===== src/rtl/exc_pkg.sv =====
// Shared encodings for the exception sequencer: FSM states, cause codes
// and PC-source select codes.
package exc_pkg;

    typedef enum logic [2:0] {
        ST_IDLE,
        ST_SAVE,
        ST_VECTOR,
        ST_HANDLER,
        ST_RETURN
    } state_t;

    localparam logic [1:0] CAUSE_NONE = 2'b00;
    localparam logic [1:0] CAUSE_OVF  = 2'b01;
    localparam logic [1:0] CAUSE_ILL  = 2'b10;
    localparam logic [1:0] CAUSE_IRQ  = 2'b11;

    localparam logic [1:0] PCSRC_NORMAL = 2'b00;
    localparam logic [1:0] PCSRC_VECTOR = 2'b01;
    localparam logic [1:0] PCSRC_EPC    = 2'b10;

endpackage


===== src/rtl/exc_sequencer_if.sv =====
// Bundle between the CPU control path and the exception sequencer.
// master = CPU/control side, slave = sequencer.
interface exc_sequencer_if #(
    parameter int unsigned CAUSE_W = 2
);
    logic               ex_valid;
    logic               ovf_flag;
    logic               illegal_op;
    logic               eret;
    logic               fetch_boundary;
    logic               irq;
    logic [31:0]        pc_cur;

    logic               exp_write;
    logic               wb_kill;
    logic               stall;
    logic               pc_redirect;
    logic [1:0]         pc_src;
    logic [CAUSE_W-1:0] cause;
    logic [31:0]        epc;
    logic               in_handler;
    logic               double_fault;

    modport master (
        output ex_valid, ovf_flag, illegal_op, eret, fetch_boundary, irq, pc_cur,
        input  exp_write, wb_kill, stall, pc_redirect, pc_src, cause, epc,
               in_handler, double_fault
    );

    modport slave (
        input  ex_valid, ovf_flag, illegal_op, eret, fetch_boundary, irq, pc_cur,
        output exp_write, wb_kill, stall, pc_redirect, pc_src, cause, epc,
               in_handler, double_fault
    );
endinterface


===== src/rtl/exc_sequencer_irq_sync.sv =====
// Synchronizes the asynchronous irq level and emits a one-cycle pulse on
// each synchronized rising edge.
module irq_sync #(
    parameter int unsigned SYNC_STAGES = 2
) (
    input  logic clk,
    input  logic reset,
    input  logic i_irq,
    output logic o_irq_edge
);

    logic [SYNC_STAGES-1:0] r_sync;
    logic                   r_prev;

    always_ff @(posedge clk or posedge reset) begin
        if (reset) begin
            r_sync <= '0;
            r_prev <= 1'b0;
        end else begin
            r_sync <= {r_sync[SYNC_STAGES-2:0], i_irq};
            r_prev <= r_sync[SYNC_STAGES-1];
        end
    end

    assign o_irq_edge = r_sync[SYNC_STAGES-1] & ~r_prev;

endmodule


===== src/rtl/exc_sequencer.sv =====
// Exception/interrupt sequencer: kills the faulting writeback, saves EPC and
// cause, stalls the main FSM and redirects the PC to the handler or back to EPC.
module exc_sequencer
    import exc_pkg::*;
#(
    parameter int unsigned SYNC_STAGES = 2,
    parameter int unsigned CAUSE_W     = 2
) (
    input  logic            clk,
    input  logic            reset,
    exc_sequencer_if.slave  bus
);

    state_t             r_state;
    logic               r_stall;
    logic               r_pc_redirect;
    logic [1:0]         r_pc_src;
    logic [CAUSE_W-1:0] r_cause;
    logic [31:0]        r_epc;
    logic               r_in_handler;
    logic               r_double_fault;
    logic               r_irq_pending;

    logic w_irq_edge;
    logic w_fault;
    logic w_idle;
    logic w_handler;

    irq_sync #(
        .SYNC_STAGES(SYNC_STAGES)
    ) u_irq_sync (
        .clk       (clk),
        .reset     (reset),
        .i_irq     (bus.irq),
        .o_irq_edge(w_irq_edge)
    );

    assign w_fault   = bus.ex_valid & (bus.illegal_op | bus.ovf_flag);
    assign w_idle    = (r_state == ST_IDLE);
    assign w_handler = (r_state == ST_HANDLER);

    // Mealy strobes are gated by reset so every output is low while it is held.
    assign bus.wb_kill   = ~reset & w_fault & (w_idle | w_handler);
    assign bus.exp_write = ~reset & w_idle & bus.ex_valid & bus.ovf_flag & ~bus.illegal_op;

    always_ff @(posedge clk or posedge reset) begin
        if (reset) begin
            r_state        <= ST_IDLE;
            r_stall        <= 1'b0;
            r_pc_redirect  <= 1'b0;
            r_pc_src       <= PCSRC_NORMAL;
            r_cause        <= '0;
            r_epc          <= '0;
            r_in_handler   <= 1'b0;
            r_double_fault <= 1'b0;
            r_irq_pending  <= 1'b0;
        end else begin
            case (r_state)
                ST_IDLE: begin
                    if (w_fault) begin
                        r_state <= ST_SAVE;
                        r_stall <= 1'b1;
                        r_cause <= bus.illegal_op ? CAUSE_W'(CAUSE_ILL) : CAUSE_W'(CAUSE_OVF);
                        r_epc   <= bus.pc_cur;
                    end else if (r_irq_pending && bus.fetch_boundary) begin
                        r_state       <= ST_SAVE;
                        r_stall       <= 1'b1;
                        r_cause       <= CAUSE_W'(CAUSE_IRQ);
                        r_epc         <= bus.pc_cur;
                        r_irq_pending <= 1'b0;
                    end
                end
                ST_SAVE: begin
                    r_state       <= ST_VECTOR;
                    r_stall       <= 1'b1;
                    r_pc_redirect <= 1'b1;
                    r_pc_src      <= PCSRC_VECTOR;
                end
                ST_VECTOR: begin
                    r_state       <= ST_HANDLER;
                    r_stall       <= 1'b0;
                    r_pc_redirect <= 1'b0;
                    r_pc_src      <= PCSRC_NORMAL;
                    r_in_handler  <= 1'b1;
                end
                ST_HANDLER: begin
                    if (w_fault) begin
                        r_double_fault <= 1'b1;
                    end
                    if (bus.ex_valid && bus.eret) begin
                        r_state       <= ST_RETURN;
                        r_stall       <= 1'b1;
                        r_pc_redirect <= 1'b1;
                        r_pc_src      <= PCSRC_EPC;
                    end
                end
                ST_RETURN: begin
                    r_state       <= ST_IDLE;
                    r_stall       <= 1'b0;
                    r_pc_redirect <= 1'b0;
                    r_pc_src      <= PCSRC_NORMAL;
                    r_in_handler  <= 1'b0;
                    r_cause       <= CAUSE_W'(CAUSE_NONE);
                end
                default: begin
                    r_state <= ST_IDLE;
                end
            endcase
            // Placed after the clear so a coincident new edge is not lost.
            if (w_irq_edge) begin
                r_irq_pending <= 1'b1;
            end
        end
    end

    assign bus.stall        = r_stall;
    assign bus.pc_redirect  = r_pc_redirect;
    assign bus.pc_src       = r_pc_src;
    assign bus.cause        = r_cause;
    assign bus.epc          = r_epc;
    assign bus.in_handler   = r_in_handler;
    assign bus.double_fault = r_double_fault;

endmodule


===== src/flat_wrapper.sv =====
// flat-port wrapper written by rule: the top's interface ports become plain ports
module exc_sequencer_flat import exc_pkg::*;
#(
    parameter int unsigned SYNC_STAGES = 2,
    parameter int unsigned CAUSE_W     = 2
)
  (clk, reset, bus_ex_valid, bus_ovf_flag, bus_illegal_op, bus_eret, bus_fetch_boundary, bus_irq, bus_pc_cur, bus_exp_write, bus_wb_kill, bus_stall, bus_pc_redirect, bus_pc_src, bus_cause, bus_epc, bus_in_handler, bus_double_fault);
  exc_sequencer_if #(.CAUSE_W(CAUSE_W)) bus_i ();
  input  logic clk;
  input  logic reset;
  input wire logic [$bits(bus_i.ex_valid)-1:0] bus_ex_valid;
  input wire logic [$bits(bus_i.ovf_flag)-1:0] bus_ovf_flag;
  input wire logic [$bits(bus_i.illegal_op)-1:0] bus_illegal_op;
  input wire logic [$bits(bus_i.eret)-1:0] bus_eret;
  input wire logic [$bits(bus_i.fetch_boundary)-1:0] bus_fetch_boundary;
  input wire logic [$bits(bus_i.irq)-1:0] bus_irq;
  input wire logic [$bits(bus_i.pc_cur)-1:0] bus_pc_cur;
  output wire logic [$bits(bus_i.exp_write)-1:0] bus_exp_write;
  output wire logic [$bits(bus_i.wb_kill)-1:0] bus_wb_kill;
  output wire logic [$bits(bus_i.stall)-1:0] bus_stall;
  output wire logic [$bits(bus_i.pc_redirect)-1:0] bus_pc_redirect;
  output wire logic [$bits(bus_i.pc_src)-1:0] bus_pc_src;
  output wire logic [$bits(bus_i.cause)-1:0] bus_cause;
  output wire logic [$bits(bus_i.epc)-1:0] bus_epc;
  output wire logic [$bits(bus_i.in_handler)-1:0] bus_in_handler;
  output wire logic [$bits(bus_i.double_fault)-1:0] bus_double_fault;
  assign bus_i.ex_valid = bus_ex_valid;
  assign bus_i.ovf_flag = bus_ovf_flag;
  assign bus_i.illegal_op = bus_illegal_op;
  assign bus_i.eret = bus_eret;
  assign bus_i.fetch_boundary = bus_fetch_boundary;
  assign bus_i.irq = bus_irq;
  assign bus_i.pc_cur = bus_pc_cur;
  assign bus_exp_write = bus_i.exp_write;
  assign bus_wb_kill = bus_i.wb_kill;
  assign bus_stall = bus_i.stall;
  assign bus_pc_redirect = bus_i.pc_redirect;
  assign bus_pc_src = bus_i.pc_src;
  assign bus_cause = bus_i.cause;
  assign bus_epc = bus_i.epc;
  assign bus_in_handler = bus_i.in_handler;
  assign bus_double_fault = bus_i.double_fault;
  exc_sequencer #(.SYNC_STAGES(SYNC_STAGES), .CAUSE_W(CAUSE_W)) u_core (.clk(clk), .reset(reset), .bus(bus_i));
endmodule

===== config.mk =====
export PLATFORM = sky130hd
export DESIGN_NAME = exc_sequencer_flat
export DESIGN_NICKNAME = d
export VERILOG_FILES = /design/src/rtl/exc_pkg.sv /design/src/rtl/exc_sequencer_if.sv /design/src/rtl/exc_sequencer_irq_sync.sv /design/src/rtl/exc_sequencer.sv /design/src/flat_wrapper.sv
export SDC_FILE = /design/constraint.sdc
export NUM_CORES = 1
export LEC_CHECK = 0
export CAP_MARGIN = 10
export CORE_ASPECT_RATIO = 0.6
export CORE_MARGIN = 5
export CORE_UTILIZATION = 30
export DETAILED_ROUTE_END_ITERATION = 8
export PLACE_DENSITY_LB_ADDON = 0.08
export SLEW_MARGIN = 20
export SYNTH_ARGS = -nofsm -noshare
export SYNTH_HDL_FRONTEND = slang
export SYNTH_SLANG_ARGS = --single-unit

===== constraint.sdc =====
create_clock -name clk -period 2.36 [get_ports clk]
set_input_delay 0.472 -clock clk [delete_from_list [all_inputs] [get_ports clk]]
set_output_delay 0.472 -clock clk [all_outputs]
set_load 0.02 [all_outputs]

**Word level (Yosys, flattened, before mapping)**

Cells that the tools add are included.

- Word-level logic and storage cells: 71
- Input port bits: 40
- Output and inout port bits: 42
- Memory bits (read-only): 0
- Register bits after elaboration: 47
- Memories kept: 0
- Bits in latches: 0
- RAM bits: 0

- Order comparisons: 0
- Multiply operators: 0
- Multiplexer cells: 22
- Add/sub/neg operators: 0
- Reduce and logical (&&, ||, !) cells: 18
- Shift operators: 0
- Div/mod/pow operators: 0
- Bitwise logic cells: 13
- Equal/unequal tests: 7

Operators with widths:

| cell | number |
|---|---|
| $mux W32 | 2 |
| $pmux W3 S4 | 1 |
| $reduce_and A2 Y1 | 5 |
| $reduce_bool A2 Y1 | 5 |
| $mux W3 | 3 |
| $and A1 B1 Y1 | 8 |
| $mux W2 | 4 |
| $mux W1 | 7 |
| $eq A3 B2 Y1 const B | 2 |
| $pmux W2 S3 | 1 |
| $reduce_and A3 Y1 | 2 |
| $ne A2 B2 Y1 const B | 2 |
| $pmux W1 S4 | 1 |
| $pmux W2 S2 | 1 |
| $reduce_bool A4 Y1 | 1 |
| $eq A3 B1 Y1 const B | 1 |
| $eq A3 B3 Y1 const B | 1 |
| $logic_not A3 Y1 | 1 |
| $ne A3 B2 Y1 const B | 1 |
| $not A1 Y1 | 3 |
| $pmux W1 S3 | 1 |
| $reduce_bool A3 Y1 | 1 |
| $logic_and A1 B1 Y1 | 2 |
| $or A1 B1 Y1 | 2 |
| 2 further kinds | 2 |

**Longest topological paths before layout**

Gate-level depths: netlist of run 1.

- Depth after elaboration: 5
- Mapped depth: 5
- Gate-level depth less buffers: 3

**Cells and area by module**

Synthesis of run 1 repeated with hierarchy kept, for this count alone.

- Cell total of the unflattened synthesis: 144
- Area total of the unflattened synthesis: 1939.4 sq um

By module, submodules not included:

| module | cells an instance | instances | seq. area each (sq um) | area each (sq um) |
|---|---|---|---|---|
| exc_sequencer | 139 | 1 | 1101.1 | 1846.8 |
| irq_sync | 5 | 1 | 75.1 | 92.6 |

**Least setup slack after synthesis of run 1**

OpenSTA, ideal clock, no wires.

- Path type: register to output
- Start: register u_core.r_state[1]
- End: output port bus_wb_kill
- Path buffers: 1
- Stages on the path, launching flop included: 5
- Slack: 0.440 ns
- Data required time: 1.888 ns
- Arrival: 1.448 ns
- Cell sequence: dfrtp_1 -> clkbuf_1 -> and2_1 -> nor2_1 -> nor4_1

- Word-level cells in the longest chain between the ends: 3
- Elaborated cells between the ends (all ways): 4
- Classes of those cells: 1 x eq/ne; 2 x bitwise; 1 x reduce/logical

RTL lines:

| element | RTL line | RTL |
|---|---|---|
| from (decl) | exc_sequencer.sv:14 | `state_t r_state;` |
| from (signal assigned) | exc_sequencer.sv:48 | `r_state <= ST_IDLE;` |
| from (signal assigned) | exc_sequencer.sv:61 | `r_state <= ST_SAVE;` |
| from (signal assigned) | exc_sequencer.sv:66 | `r_state <= ST_SAVE;` |
| $eq A3 B2 Y1 or $logic_not A3 Y1 (tied branches) | exc_sequencer.sv:40, exc_sequencer.sv:39 |  |
| $or A1 B1 Y1 (*) | exc_sequencer.sv:43 | `assign bus.wb_kill = ~reset & w_fault & (w_idle \| w_handler);` |
| $and A1 B1 Y1 (*) | exc_sequencer.sv:43 |  |
| to (decl) | flat_wrapper.sv:19 | `output wire logic [$bits(bus_i.wb_kill)-1:0] bus_wb_kill;` |

Mark *: on every way between the ends. The rest lies on a longest branch, timed or not.

**Final worst setup path of run 1**

- Start: register u_core.r_state[0]
- End: output port bus_exp_write

- Word-level cells in the longest chain between the ends: 5

RTL lines:

| element | RTL line | RTL |
|---|---|---|
| $logic_not A3 Y1 | exc_sequencer.sv:39 | `assign w_idle = (r_state == ST_IDLE);` |
| $and A1 B1 Y1 (4 in series) | exc_sequencer.sv:44 | `assign bus.exp_write = ~reset & w_idle & bus.ex_valid & bus.ovf_flag & ~bus.illegal_op;` |
| to (decl) | flat_wrapper.sv:18 | `output wire logic [$bits(bus_i.exp_write)-1:0] bus_exp_write;` |

No other way between the ends.

==> results.cfg, run 1 <==
[status]
status = finished, final reports clean

[synthesis]
yosysMostFrequentCell = dfrtp_1
synth_edf_count = 0
netlist_area_mm2 = 0.00194
synth_fp_nets = 186
async_flop_share = 1.00
synthDominantCellAreaShare = 0.605
syn_inst = 146
syn_area_per_cell_um2 = 13.3
synth_commonest_cells = dfrtp_1, mux2_2, inv_1, nand2_1, a21oi_1
yosysWarnings = 0
synth_area_leaders = dfrtp_1, mux2_2, buf_6
synthDistinctLibCells = 36
yosysSeqAreaShare = 0.605
ys_seq_elements = 47
synth_ff_type = dfrtp_1
yosysTopAreaCell = dfrtp_1

[placed_design]
gp_routability_congestion = 0.848
io_buffers = 81
dp_hpwl_um = 3680
post-place-ws_ps = -76.1
place_area_mm2 = 0.00289

[finish]
final_nets = 276
stdcell_area_mm2 = 0.00301
drive_gt1_frac = 0.224
antenna_cells = 0
area_delta_synth_final_pct = 54.7

[global_route]
grt_pass1_vias = 1557
overflow = 0
grt_max_degree = 22
antenna_found_initial = 0
grt_usage = 0.118
grt_pass1_wl_um = 7750

[power]
p_sw_mw = 1.36
powerDensity_mw_per_mm2 = 1300
clockPowerShare = 0.153
p_leak_nw = 1.27
vdd_drop_max_uv = 480
combPwrFrac = 0.495
finalPower_mw = 3.91
power_frac_seq = 0.352
p_sw_frac = 0.347
internal_power_mw = 2.55

[timing]
worstMarginPinSlew_ps = 425
maxSlewViolCount = 0
finalClockSkew_ps = 4.38
setup_viol = 0
final-hold-violation-count = 0
slew_headroom = 0.716
fmax_mhz = 457
setup_tns_ps = 0
finalCriticalPeriod_ps = 2190
post-route-period-util = 0.928
rsz0062_at_grt = no
fin_ws_ps = 171

[job]
max_cap_viol_count = 0

[route]
drt_iter0_drc = 44
first_pass_iters = 4
via_count = 1455
wire_per_inst_um = 14.6
ant_nets = 0
wl_um = 4690
drc = 0
viasPerCell = 4.53

[clock_tree]
h-tree-depth = 2
clk_latency_ps = 290
ctsHoldBuffers = 0
clock_sinks = 47
cts_inserted_buffers = 5
post_cts_buffers = 0
clock_path_buffers = 2
cts_root_buffer = clkbuf_8
cts_tree = done
ctsResizeCount = 2
clk_pin_slew_ps = 80

[die]
io_pins = 82
core_mm2 = 0.00619
initial_core_util = 0.314
die_y_um = 72.3
die_w_um = 114
core.rowCount = 22
dieArea_mm2 = 0.00824

[setup_path]
cp-end-kind = output port
critical_path_class = register to output port
required_ps = 1890
cp-start-kind = register
cp_max_fo = 9
ff2ff_path_depth = 4
critPathArrivalTime_ps = 1720

[worst_hold_path]
hp-class = register to register
min_path_cells = 0
-- layout by cell type (no fill, tap or decap), types with 2 or more instances in the layout --
| cell | count |
|---|---|
| nand3_1 | 3 |
| o21ai_0 | 2 |
| clkdlybuf4s50_1 | 79 |
| nor2_1 | 5 |
| inv_1 | 6 |
| mux2_2 | 31 |
| nor2b_1 | 2 |
| dfrtp_1 | 47 |
| nand2_1 | 7 |
| o22ai_1 | 2 |
| a21o_1 | 2 |
| nand2b_1 | 2 |
| buf_4 | 9 |
| nor3_1 | 3 |
| a21oi_1 | 6 |
| dlygate4sd2_1 | 2 |
| and2_1 | 2 |
| clkbuf_8 | 6 |
-- worst max-delay path, stage by stage (launching register included) --
cell,delay [ps]
dfrtp_1,480
or3_4,440
nor3_1,170
dlygate4sd2_1,350
-- power by group through the flow --
stage | logic, mW | registers (mW) | clock network, mW
floorplan | 0.649 | 1.77 | 0
global placement | 1.95 | 1.38 | 0
detailed placement | 1.96 | 1.40 | 0
CTS | 1.97 | 1.38 | 0.628
global route | 2.07 | 1.43 | 0.657
finish | 1.93 | 1.38 | 0.600
-- registers in the layout (all words and copies together), names as in the netlist --
name	cells
u_core.bus.epc	32
u_core.r_state	3
u_core.bus.cause	2
u_core.bus.pc_src	2
u_core.u_irq_sync.r_sync	2
u_core.bus.double_fault	1
u_core.bus.in_handler	1
u_core.bus.pc_redirect	1
u_core.bus.stall	1
u_core.r_irq_pending	1
u_core.u_irq_sync.r_prev	1
-- final cells by class --
cell class,count,area (µm²)
Clock buffer,6,82.6
Clock inverter,2,35.0
Fill cell,578,3190
Inverter,7,26.3
Multi-Input combinational cell,84,686
Sequential cell,47,1180
Tap cell,84,105
Timing Repair Buffer,91,896
-- stage by stage --
| stage | cells | utilization | hold WS [ps] |
|---|---|---|---|
| after floorplan | 146 | - | 331 |
| after global placement | 313 | 0.467 | 335 |
| after detailed placement | 313 | 0.467 | 336 |
| after CTS | 321 | 0.485 | 352 |
| after global routing | 321 | 0.485 | 359 |
| final | 321 | 0.485 | 355 |
-- path summary, 6_finish.rpt --
check / startpoint / end / slack, ps
worst min-delay path: u_core.u_irq_sync.r_sync[0]$_DFF_PP0_ / u_core.u_irq_sync.r_sync[1]$_DFF_PP0_ / 350
worst min register to register: u_core.u_irq_sync.r_sync[0]$_DFF_PP0_ / u_core.u_irq_sync.r_sync[1]$_DFF_PP0_ / 350
worst max-delay path: u_core.r_state[0]$_DFFE_PP0P_ / bus_exp_write / 170
worst max register to register: u_core.r_state[0]$_DFFE_PP0P_ / u_core.bus.epc[21]$_DFFE_PP0P_ / 580
max in group asynchronous: reset / u_core.bus.epc[12]$_DFFE_PP0P_ / 1260
min in group asynchronous: reset / u_core.u_irq_sync.r_sync[0]$_DFF_PP0_ / 550
-- cells by family (layout without fill, tap and decap cells) --
logic type / after synthesis / in the layout / share of synthesized area
buffers and inverters: 15 / 106 / 0.0419
AO/OA/AOI/OAI: 24 / 24 / 0.0914
AND/OR/NAND/NOR: 28 / 28 / 0.0760
multiplexers: 32 / 32 / 0.185
flip-flops: 47 / 47 / 0.605
-- metal layers --
layer / wire length, µm / vias to the layer above / track usage
met5: 0 / - / 0
met4: 48 / 0 / 0.0395
met3: 361 / 5 / 0.0383
met2: 2120 / 51 / 0.192
met1: 2160 / 699 / 0.151
li1: - / 700 / -
No activity file was read; power rests on OpenSTA's default activity.
==> run 2, diff against run 1 <==
--- a/config.mk
+++ b/config.mk
@@ -8,7 +8,7 @@
 export CAP_MARGIN = 10
 export CORE_ASPECT_RATIO = 0.6
 export CORE_MARGIN = 5
-export CORE_UTILIZATION = 30
+export CORE_UTILIZATION = 42
 export DETAILED_ROUTE_END_ITERATION = 8
 export PLACE_DENSITY_LB_ADDON = 0.08
 export SLEW_MARGIN = 20
==> constraint.sdc (replaced) <==
create_clock -name clk -period 2.36 [get_ports clk]
set_input_delay 0.472 -clock clk [delete_from_list [all_inputs] [get_ports clk]]
set_output_delay 0.472 -clock clk [all_outputs]
set_load 0.1 [all_outputs]
==> results.cfg, run 2 (synthesis results as in run 1) <==
[route]
wl_met2_um = 1920
wire_per_inst_um = 14.4
ant_nets = 0
wl_met3_um = 331
wl_um = 4290
dr.max_layer_used = met4
drt_iter0_drc = 25
viasPerCell = 4.81
wl_met1_um = 2000
first_pass_iters = 4
via_count = 1429
drc = 0

[die]
die_w_um = 97.8
core_mm2 = 0.00452
core.rowCount = 19
die_y_um = 62.7
dieArea_mm2 = 0.00613
io_pins = 82
initial_core_util = 0.430

[clock_tree]
cts_root_buffer = clkbuf_8
post_cts_buffers = 0
ctsHoldBuffers = 0
clock_path_buffers = 2
ctsResizeCount = 0
clk_pin_slew_ps = 80
h-tree-depth = 2
cts_tree = done
clock_sinks = 47
clk_latency_ps = 290
cts_inserted_buffers = 5

[timing]
hold_ws_ps = 358
setup_viol = 0
maxSlewViolCount = 0
post-route-period-util = 0.937
finalCriticalPeriod_ps = 2210
slew_headroom = 0.727
fmax_mhz = 452
rsz0062_at_grt = no
worstMarginPinSlew_ps = 408
setup_tns_ps = 0
finalClockSkew_ps = 8.59
final-hold-violation-count = 0

[finish]
layout_commonest_cell = dfrtp_1
final_nets = 274
multi_input_area_um2 = 712
drive_gt1_frac = 0.402
stdcell_count = 297
antenna_cells = 0
fillers = 367
layout_common_cells = dfrtp_1, buf_4, clkdlybuf4s50_1, mux2_2, nand2_1
largest_reg_flops = 32
utilization = 0.643
area_delta_synth_final_pct = 49.5
seq_area_mm2 = 0.00118

[job]
max_cap_viol_count = 0

[setup_path]
required_ps = 1890
critical_path_class = input pin to output port
crit_chain = clkdlybuf4s50_1, o21ai_2, buf_4, nor4_4, buf_12
cp-start-kind = input pin
cp-end-kind = output port
critical_path.max_stage_delay_ps = 510
r2r_slack_ps = 470
cp_max_fo = 7
critPathArrivalTime_ps = 1740
slowest_stage = clkdlybuf4s50_1

[placed_design]
gp_routability_congestion = 0.832
io_buffers = 81
dp_hpwl_um = 3280
dp.cells = 289

[global_route]
overflow = 0
grt_pass1_wl_um = 7330
grt_usage = 0.148
grt_pass1_vias = 1500
grt_max_degree = 48
antenna_found_initial = 0

[worst_hold_path]
hp-class = register to register

[status]
status = finished, final reports clean
[run 2: critical path, delay by kind of cell]
family / cells / cell delay [ps]
buf+inv: 3 / 900
simple gates: 1 / 270
compound gates: 1 / 90
[run 2: final timing paths]
path / start / to / cells after the start
min: u_core.u_irq_sync.r_sync[0]$_DFF_PP0_ / u_core.u_irq_sync.r_sync[1]$_DFF_PP0_ / 0
min in group asynchronous: reset / u_core.bus.cause[1]$_DFFE_PP0P_ / 3
max reg2reg: u_core.r_state[1]$_DFFE_PP0P_ / u_core.bus.epc[7]$_DFFE_PP0P_ / 4
max: bus_illegal_op / bus_wb_kill / 5
max in group asynchronous: reset / u_core.bus.epc[24]$_DFFE_PP0P_ / 3
min reg2reg: u_core.u_irq_sync.r_sync[0]$_DFF_PP0_ / u_core.u_irq_sync.r_sync[1]$_DFF_PP0_ / 0
[run 2: routing by layer]
layer | global-route usage | vias to the layer above
met3 | 0.0569 | 4
met2 | 0.231 | 46
li1 | - | 687
met1 | 0.194 | 692
met4 | 0.0415 | 0
met5 | 0 | -
[run 2: cell type report]
type | instances | area share
Sequential cell | 47 | 0.405
Timing Repair Buffer | 89 | 0.283
Multi-Input combinational cell | 84 | 0.245
Clock buffer | 6 | 0.0284
Tap cell | 63 | 0.0271
Inverter | 7 | 0.00905
Clock inverter | 1 | 0.00172
[run 2: per-stage QoR]
step / setup WS (ps) / area [µm²]
finish: 150 / 2900
global route: 101 / 2900
CTS: 157 / 2880
detailed placement: -133 / 2790
global placement: -61.9 / 2790
floorplan: 55.3 / 1970
Power of run 2 is left out: the tool's default activity adds up to more than one toggle a clock period on the data nets, which glitch-free logic cannot reach.
